<file path="src/rtl/pulse_symbol_sequencer.sv">
// pulse_symbol_sequencer
// Walks a CPU-written 1-bit symbol memory from start_idx to end_idx (inclusive,
// wrapping 127->0) and turns each symbol into a high phase followed by a low
// phase, both counted in prescaler ticks. The envelope gates the carrier in
// the downstream output stage.
//
// Ports
//   clk, rst_n           clock, synchronous active-low reset
//   tick                 prescaler strobe; phase counters decrement only on tick
//   mem_we/addr/wdata    symbol memory word write (symbol i = word[i[6:5]][i[4:0]])
//   start                level enable: rising edge launches, low aborts
//   loop                 restart at start_idx after end_idx instead of stopping
//   start_idx, end_idx   first / last (inclusive) symbol index
//   high_dur_a/low_dur_a phase lengths for symbol 0
//   high_dur_b/low_dur_b phase lengths for symbol 1
//   envelope             modulation envelope
//   busy                 sequencer not idle
//   symbol_idx           current program counter
//   done                 one-cycle pulse on normal completion
//   wrap                 one-cycle pulse on each loop restart
module pulse_symbol_sequencer #(
    parameter int NUM_WORDS = 4
) (
    input  logic        clk,
    input  logic        rst_n,
    input  logic        tick,
    input  logic        mem_we,
    input  logic [1:0]  mem_addr,
    input  logic [31:0] mem_wdata,
    input  logic        start,
    input  logic        loop,
    input  logic [6:0]  start_idx,
    input  logic [6:0]  end_idx,
    input  logic [7:0]  high_dur_a,
    input  logic [7:0]  low_dur_a,
    input  logic [7:0]  high_dur_b,
    input  logic [7:0]  low_dur_b,
    output logic        envelope,
    output logic        busy,
    output logic [6:0]  symbol_idx,
    output logic        done,
    output logic        wrap
);

    typedef enum logic [1:0] {
        IDLE = 2'd0,
        LOAD = 2'd1,
        HIGH = 2'd2,
        LOW  = 2'd3
    } state_t;

    state_t      state, state_n;
    logic [6:0]  idx, idx_n;
    logic [7:0]  cnt, cnt_n;
    logic [7:0]  lat_low, lat_low_n;
    logic        start_q;
    logic        done_n, wrap_n;
    logic        launch;
    logic        mem_bit;

    // Symbol memory, no reset. The combinational read below sees the
    // pre-edge contents, so a write landing on the LOAD edge returns old data.
    logic [31:0] mem [NUM_WORDS];

    always_ff @(posedge clk) begin
        if (mem_we) begin
            mem[mem_addr] <= mem_wdata;
        end
    end

    assign mem_bit = mem[idx[6:5]][idx[4:0]];
    assign launch  = start & ~start_q;

    always_comb begin
        state_n   = state;
        idx_n     = idx;
        cnt_n     = cnt;
        lat_low_n = lat_low;
        done_n    = 1'b0;
        wrap_n    = 1'b0;

        if (!start) begin
            // Abort wins over every transition; idx is left where it was.
            state_n = IDLE;
        end else begin
            case (state)
                IDLE: begin
                    if (launch) begin
                        idx_n   = start_idx;
                        state_n = LOAD;
                    end
                end
                LOAD: begin
                    // Both durations are captured here so mid-symbol changes
                    // only affect the next symbol.
                    cnt_n     = mem_bit ? high_dur_b : high_dur_a;
                    lat_low_n = mem_bit ? low_dur_b  : low_dur_a;
                    state_n   = HIGH;
                end
                HIGH: begin
                    if (cnt == 8'd0) begin
                        cnt_n   = lat_low;
                        state_n = LOW;
                    end else if (tick) begin
                        cnt_n = cnt - 8'd1;
                    end
                end
                LOW: begin
                    if (cnt == 8'd0) begin
                        if (idx == end_idx) begin
                            if (loop) begin
                                idx_n   = start_idx;
                                wrap_n  = 1'b1;
                                state_n = LOAD;
                            end else begin
                                done_n  = 1'b1;
                                state_n = IDLE;
                            end
                        end else begin
                            // 7-bit add wraps 127 -> 0 for start_idx > end_idx runs
                            idx_n   = idx + 7'd1;
                            state_n = LOAD;
                        end
                    end else if (tick) begin
                        cnt_n = cnt - 8'd1;
                    end
                end
                default: state_n = IDLE;
            endcase
        end
    end

    always_ff @(posedge clk) begin
        if (!rst_n) begin
            state   <= IDLE;
            idx     <= 7'd0;
            cnt     <= 8'd0;
            lat_low <= 8'd0;
            start_q <= 1'b0;
            done    <= 1'b0;
            wrap    <= 1'b0;
        end else begin
            state   <= state_n;
            idx     <= idx_n;
            cnt     <= cnt_n;
            lat_low <= lat_low_n;
            start_q <= start;
            done    <= done_n;
            wrap    <= wrap_n;
        end
    end

    // A zero-length high phase still spends one cycle in HIGH, so the
    // envelope also requires a non-zero count.
    assign envelope   = (state == HIGH) && (cnt != 8'd0);
    assign busy       = (state != IDLE);
    assign symbol_idx = idx;

endmodule

</file>
<file path="config.mk">
export PLATFORM = sky130hd
export DESIGN_NAME = pulse_symbol_sequencer
export DESIGN_NICKNAME = d
export VERILOG_FILES = /design/src/rtl/pulse_symbol_sequencer.sv
export SDC_FILE = /design/constraint.sdc
export NUM_CORES = 1
export LEC_CHECK = 0
export CAP_MARGIN = 20
export CORE_UTILIZATION = 40
export DETAILED_ROUTE_END_ITERATION = 6
export RECOVER_POWER = 25
export SETUP_SLACK_MARGIN = 0.02
export SLEW_MARGIN = 25
export SYNTH_ARGS = -nofsm -noshare
export SYNTH_HDL_FRONTEND = slang
export SYNTH_SLANG_ARGS = --single-unit
</file>
<file path="constraint.sdc">
create_clock -name clk -period 4.5 [get_ports clk]
set_input_delay 0.675 -clock clk [delete_from_list [all_inputs] [get_ports clk]]
set_output_delay 0.675 -clock clk [all_outputs]
set_load 0.005 [all_outputs]
</file>
Yosys cells after proc, flatten, opt, wreduce, memory -nomap -nowiden --
Memories as Yosys holds them, arrays and structs flattened. A register that Yosys moved wholly into a read port is not among the register bits. Index checks and enable logic that the tools add are counted.
Word-level totals: bits in registers 28, memories kept 1, bits of input ports 86, RAM bits 128, output and inout port bits 11
Operators by class: $lt $le $gt $ge 1, equality and inequality tests 9, reductions and logical operators 13, bitwise logic cells 2, multiplexer cells 25, $add $sub $neg 2
Memory list:
- mem | depth 4, bits a word 32, read ports 1, clocked after Yosys merged registers in 1, write ports 1, RTL line 63 | logic [31:0] mem [NUM_WORDS];
Operators with widths (count):
- $mux W8 | 5
- $mux W7 | 4
- $pmux W8 S3 | 1
- $pmux W7 S2 | 1
- $mux W2 | 6
- $reduce_and A5 Y1 | 2
- $logic_not A8 Y1 | 1
- $ne A2 B2 Y1 const B | 4
- $pmux W2 S4 | 1
- $reduce_bool A8 Y1 | 1
- $sub A8 B1 Y8 const B | 1
- $add A7 B1 Y7 const B | 1
- $eq A7 B7 Y1 | 1
- $lt A5 B6 Y1 const B | 1
- $mux W1 | 6
- $reduce_and A3 Y1 | 2
- $bmux W1 S5 | 1
- $eq A2 B2 Y1 const B | 2
- $reduce_and A2 Y1 | 2
- $reduce_bool A2 Y1 | 2
- $ne A3 B3 Y1 const B | 1
- $reduce_bool A3 Y1 | 1
- $eq A2 B1 Y1 const B | 1
- $logic_not A2 Y1 | 1
- 3 further kinds | 3

Longest topological paths before layout --
Gate-level depths: netlist (run 1).
depth in word-level cells 6, gate-level depth with buffers 11, gate-level depth less buffers 8

Worst setup path after synthesis (run 1) --
OpenSTA, ideal clock, no wires.
path type input port to flip-flop, from input port mem_addr[1], to memory mem[0][0] (enable), stages 1, library setup time 0.468 ns, data required time 4.032 ns, path slack 0.954 ns, data arrival time 3.078 ns, path through nor3b_1
RTL lines:
- start, declared | RTL line 28 | input logic [1:0] mem_addr,
- end, declared | RTL line 63
No word-level cell before the write port.

==> reports/qor.yml, run 1 <==
outcome:
  outcome: "finished clean"
place:
  gp_congestion: 0.840
  place_hpwl_um: 10700
  port_buffers: 96
  dp_cells: 776
  dpl-instance-area_mm2: 0.00809
setup_path:
  worstPathRequired_ps: 4790
  crit_buf_inv: 2
  r2r_slack_ps: 1430
  r2r_end: "lat_low[6]$_SDFFE_PN0P_"
  cp-start-kind: "flip-flop"
  max_stage_delay_ps: 720
  rr_worst_depth: 9
  cp_top_family: "compound AO/OA/AOI/OAI gates"
  endpoint_kind: "flip-flop"
  arrival_ps: 3360
  path_class: "reg -> reg"
  path_cells: "buf_4, mux4_2, a22o_1, a211oi_1, a211oi_1, o32ai_4, buf_4, mux2i_1, a21oi_1"
  crit_slowest_cell: "dfxtp_1"
  crit_path_max_fanout: 24
route:
  vias_per_cell: 5.41
  wl_per_cell_um: 19.5
  first_iter_violations: 246
  drc_errors: 0
  vias: 4373
  firstDrtPassIters: 4
  wl_um: 15700
  antenna_left: 0
clock_tree:
  post_cts_resized: 0
  post_cts.repair.setup_buffers: 0
  cts_buffers: 17
  cts.clk_slew.worst_paths_ps: 60
  htree_levels: 4
  cts-hold-fix-buffers: 0
  clk-insertion-delay-late_ps: 420
  cts_tree: "built"
  numClockSinks: 158
  clock_path_buffers: 2
  cts-root-buf: "clkbuf_16"
die:
  initial_core_util_pct: 41.4
  core_mm2: 0.0167
  row_count: 47
  ios: 97
  die_area_mm2: 0.0178
  die_h_um: 133
  dieWidth_um: 133
layout:
  finalInstanceArea_mm2: 0.00866
  utilization_pct: 51.9
  diodes: 0
  area_growth_syn_to_layout_pct: 25.3
  final_layout_size_suffix_gt1_share_pct: 10.7
  fin_cells: 808
  nets: 669
synth:
  ys_top_cells_by_count: "edfxtp_1, mux2i_1, nand2_1, dfxtp_1, mux4_2"
  synthDistinctLibCells: 52
  synthArstFlopShare_pct: 0
  syn-cell-area_mm2: 0.00691
  synth_top_flop_cell: "edfxtp_1"
  ys_warn_count: 0
  syn_avg_cell_area_um2: 14.5
  seq_area_frac_synth_pct: 64.3
  synth_seq_cells: 158
  synth_edf_count: 128
  syn-num-nets: 572
  synth_most_common_cell: "edfxtp_1"
  yosysTopAreaCellShare_pct: 55.6
  synth.largest_area_cell: "edfxtp_1"
  synth_area_leaders: "edfxtp_1, dfxtp_1, mux4_2"
  syn_inst: 478
worst_hold_path:
  hold_end: "state[0]$_SDFFE_PN0P_"
  hp-start: "state[0]$_SDFFE_PN0P_"
  hold_depth: 2
  hold_class: "reg -> reg"
sta:
  post-route-period-util_pct: 68.2
  skew_ps: 11.5
  hold_viol_final: 0
  rsz0062_at_grt: "false"
  max_freq_mhz: 326
  fin_tns_setup_ps: 0
  max_slew_margin_pct: 40.0
  finalSetupViolCount: 0
  drv_slew: 0
  period_minus_slack_ps: 3070
  worst_slew_pin_slew_ps: 897
grt:
  grt_pass1_vias: 4522
  grt_max_degree: 36
  use_met1_pct: 23.5
  antenna_found_initial: 0
  grt_overflow: 0
  grt_use_met3_pct: 4.79
  met2_usage_pct: 31.5
  grt_use_total_pct: 18.7
  grt_pass1_wl_um: 24600
  grt-busiest-layer: "met2"
pwr:
  ir_worst_vdd_uv: 259
  p_leak_nw: 2.85
  power_density_mw_per_mm2: 409
  finalPower_w: 0.00354
flow_run:
  max-cap-violations: 0
[metrics by stage]
step                      setup slack (ps)  hold slack (ps)
after detailed placement              1360              530
after floorplan                        954              490
after global routing                  1210              572
after CTS                             1370              541
final                                 1430              536
after global placement                1490              518
[cell usage in the layout, fill, tap and decap left out, drive strengths merged, types with 3 or more instances in the layout]
cell type and instances:
nor2 12, xnor2 10, nand3 15, o211ai 10, o221ai 4, nor3 3, xor2 3, nand4 12
a21boi 6, dfxtp 30, mux4 20, nor2b 5, mux2i 35, nand2 34, edfxtp 128, or3 6
clkinvlp 3, o21a 10, and2 7, clkdlybuf4s50 76, clkinv 5, inv 12, a22oi 4, a21oi 19
a221o 7, a31oi 3, ha 8, nor4 4, o21ai 12, buf 8, a211oi 6, clkbuf 20
dlygate4sd3 20, a221oi 4
[kinds of logic after synthesis]
kind of cell    Yosys count  synth area share (%)
flops                   158                  64.3
simple gates            111                  8.24
compound gates           97                  10.2
mux                      55                  11.6
buf+inv                  36                  2.57
xor+xnor                 13                  1.65
fa+ha+maj                 8                  1.45
[worst register-to-register path, stage by stage (launching register included)]
cell	delay, ps
dfxtp_1	720
buf_4	360
mux4_2	330
a22o_1	240
a211oi_1	220
a211oi_1	120
o32ai_4	240
buf_4	350
mux2i_1	280
a21oi_1	90
[how the worst max path moves through the flow]
stage / to / slack, ps / cells after the start
finish: lat_low[6]$_SDFFE_PN0P_ / 1430 / 9
global route: lat_low[6]$_SDFFE_PN0P_ / 1210 / 9
CTS: lat_low[6]$_SDFFE_PN0P_ / 1370 / 9
detailed placement: lat_low[6]$_SDFFE_PN0P_ / 1360 / 9
global placement: lat_low[2]$_SDFFE_PN0P_ / 1490 / 9
floorplan: mem[0][0]$_DFFE_PP_ / 950 / 1
[registers in the layout (all words and copies together) (netlist names), named ones only]
register / flops
lat_low: 8
symbol_idx: 7
wrap: 1
state: 2
done: 1
mem: 128
start_q: 1
cnt: 8
[layout make-up]
cell class              instances  area (µm²)
well taps                     220         275
flip-flops and latches        158        4450
fillers                      1428        8040
repair buffers                104        1030
clock inverters                12         138
clock buffers                  20         437
inverters                      10        37.5
multi-input cells             284        2300
[power breakdown]
part           total (W)  leakage (nW)  internal [W]  switching (W)
logic           0.000432          1.16      0.000218       0.000214
clock network    0.00139         0.271      0.000820       0.000567
registers        0.00172          1.42       0.00166      0.0000565
total            0.00354          2.85       0.00270       0.000837
[metal layers]
metal | part of all wire, % | vias to the layer above
li1 | - | 2083
met1 | 44 | 2150
met2 | 50 | 127
met3 | 4.8 | 13
met4 | 0.90 | 0
met5 | 0 | -
(Power assumes the default switching activity.)
==> run 2: changes to the inputs <==
==> constraint.sdc (replaced) <==
create_clock -name clk -period 2.63 [get_ports clk]
set_input_delay 0.3945 -clock clk [delete_from_list [all_inputs] [get_ports clk]]
set_output_delay 0.3945 -clock clk [all_outputs]
set_load 0.005 [all_outputs]
==> reports/qor.yml, run 2 (same netlist as run 1, synthesis figures left out) <==
place:
  port_buffers: 96
  gp_congestion: 0.874
  place_hpwl_um: 11200
clock_tree:
  clock_path_buffers: 2
  htree_levels: 4
  cts_tree: "built"
  cts.clk_slew.worst_paths_ps: 70
  cts-hold-fix-buffers: 0
  clk-insertion-delay-late_ps: 420
  numClockSinks: 158
  cts_buffers: 17
  cts-root-buf: "clkbuf_16"
worst_hold_path:
  hold_class: "reg -> reg"
  hold_depth: 2
  hold_end: "state[0]$_SDFFE_PN0P_"
  hp-start: "state[0]$_SDFFE_PN0P_"
sta:
  drv_slew: 0
  rsz0062_at_grt: "true"
  worst_slew_pin_slew_ps: 552
  finalSetupViolCount: 0
  period_minus_slack_ps: 2550
  max_freq_mhz: 392
  post-route-period-util_pct: 96.9
  max_slew_margin_pct: 63.2
  hold_viol_final: 0
  skew_ps: 8.34
  fin_hold_ws_ps: 548
route:
  antenna_left: 0
  wl_per_cell_um: 19.8
  vias_per_cell: 5.45
  firstDrtPassIters: 5
  drc_errors: 0
  vias: 4571
  wl_um: 16600
  first_iter_violations: 181
setup_path:
  path_cells: "buf_12, buf_12, mux4_2, or2_0, a31oi_1, o311ai_1, buf_4, o32ai_4, buf_12, mux2i_2, a21oi_1"
  endpoint_kind: "flip-flop"
  worstPathRequired_ps: 2910
  crit_path_max_fanout: 11
  path_depth: 11
  cp-start-kind: "flip-flop"
  arrival_ps: 2830
  r2r_slack_ps: 80
  crit_slowest_cell: "mux4_2"
  max_stage_delay_ps: 490
  rr_worst_depth: 11
  r2r_end: "lat_low[2]$_SDFFE_PN0P_"
  path_common_cell: "buf_12"
  path_class: "reg -> reg"
  cp_top_family: "multiplexers"
  crit_buf_inv: 4
pwr:
  ir_worst_vdd_uv: 470
  p_leak_nw: 3.03
  power_density_mw_per_mm2: 688
  finalPower_w: 0.00618
die:
  initial_core_util_pct: 41.4
  dieWidth_um: 133
  die_area_mm2: 0.0178
  row_count: 47
  ios: 97
  die_h_um: 133
  core_mm2: 0.0167
layout:
  final_cell_mix: "edfxtp_1, clkdlybuf4s50_1, nand2_1, mux2i_1, buf_4"
  largest_reg_flops: 128
  nets: 700
  diodes: 0
  final_common_cell: "edfxtp_1"
  reg.largest.list: "mem (128), cnt (8), lat_low (8)"
  final_layout_size_suffix_gt1_share_pct: 16.2
  area_growth_syn_to_layout_pct: 29.8
  top_register: "mem"
outcome:
  outcome: "finished clean"
grt:
  grt_pass1_vias: 4738
  grt_overflow: 0
  grt_use_total_pct: 19.6
  antenna_found_initial: 0
  grt_max_degree: 33
  grt_pass1_wl_um: 25800
flow_run:
  max-cap-violations: 0
==> run 2: what timing repair did <==
action,CTS,global route
setup endpoints to repair,1,16
gates resized for setup,1,6
pin swaps,0,2
endpoints found under the hold margin,0,0
buffers inserted,0,9
gates cloned,0,1
==> run 2: worst max path at each step <==
stage / end / from
after floorplan: lat_low[3]$_SDFFE_PN0P_ / flip-flop
after global placement: lat_low[1]$_SDFFE_PN0P_ / flip-flop
after detailed placement: lat_low[7]$_SDFFE_PN0P_ / flip-flop
after CTS: lat_low[7]$_SDFFE_PN0P_ / flip-flop
after global routing: lat_low[3]$_SDFFE_PN0P_ / flip-flop
final: lat_low[2]$_SDFFE_PN0P_ / flip-flop
==> run 2: tightest hold or removal path: cells and delay by family, from the launching register on <==
family | cells | cell delay, ps
AOI/OAI and AO/OA | 2 | 150
DFF | 1 | 350
==> run 2: final cells by class <==
cell class | count | area (µm²)
Multi-Input combinational cell | 284 | 2330
Inverter | 10 | 37.5
Tap cell | 220 | 275
Clock inverter | 14 | 131
Sequential cell | 158 | 4450
Fill cell | 1373 | 7730
Timing Repair Buffer | 135 | 1330
Clock buffer | 18 | 429
==> run 2: layer usage <==
| metal | vias to the layer above | share of wire, % | global-route usage (%) | wire [µm] |
|---|---|---|---|---|
| li1 | 2141 | - | - | - |
| met1 | 2210 | 42 | 24.2 | 7050 |
| met2 | 188 | 48 | 32.1 | 7920 |
| met3 | 32 | 6.9 | 5.37 | 1150 |
| met4 | 0 | 2.8 | 8.52 | 472 |
| met5 | - | 0 | 0 | 0 |
==> run 2: where the power goes <==
group / switching (W) / total [W] / leakage (nW) / internal [W]
clock: 0.00103 / 0.00235 / 0.267 / 0.00132
combinational: 0.000431 / 0.000904 / 1.34 / 0.000473
sequential: 0.0000755 / 0.00292 / 1.42 / 0.00285
total: 0.00153 / 0.00618 / 3.03 / 0.00464
==> run 2: metrics by stage <==
stage / setup TNS [ps] / util [%] / cell area (µm²) / setup WS, ps / std cells
final: 0 / 53.7 / 8970 / 80.3 / 839
after global routing: -74.0 / 53.7 / 8970 / -20.5 / 839
after CTS: 0 / 53.0 / 8840 / 25.4 / 829
after detailed placement: 0 / 49.6 / 8280 / 19.4 / 797
after global placement: 0 / 49.6 / 8280 / 117 / 797
after floorplan: 0 / - / 6920 / 187 / 478
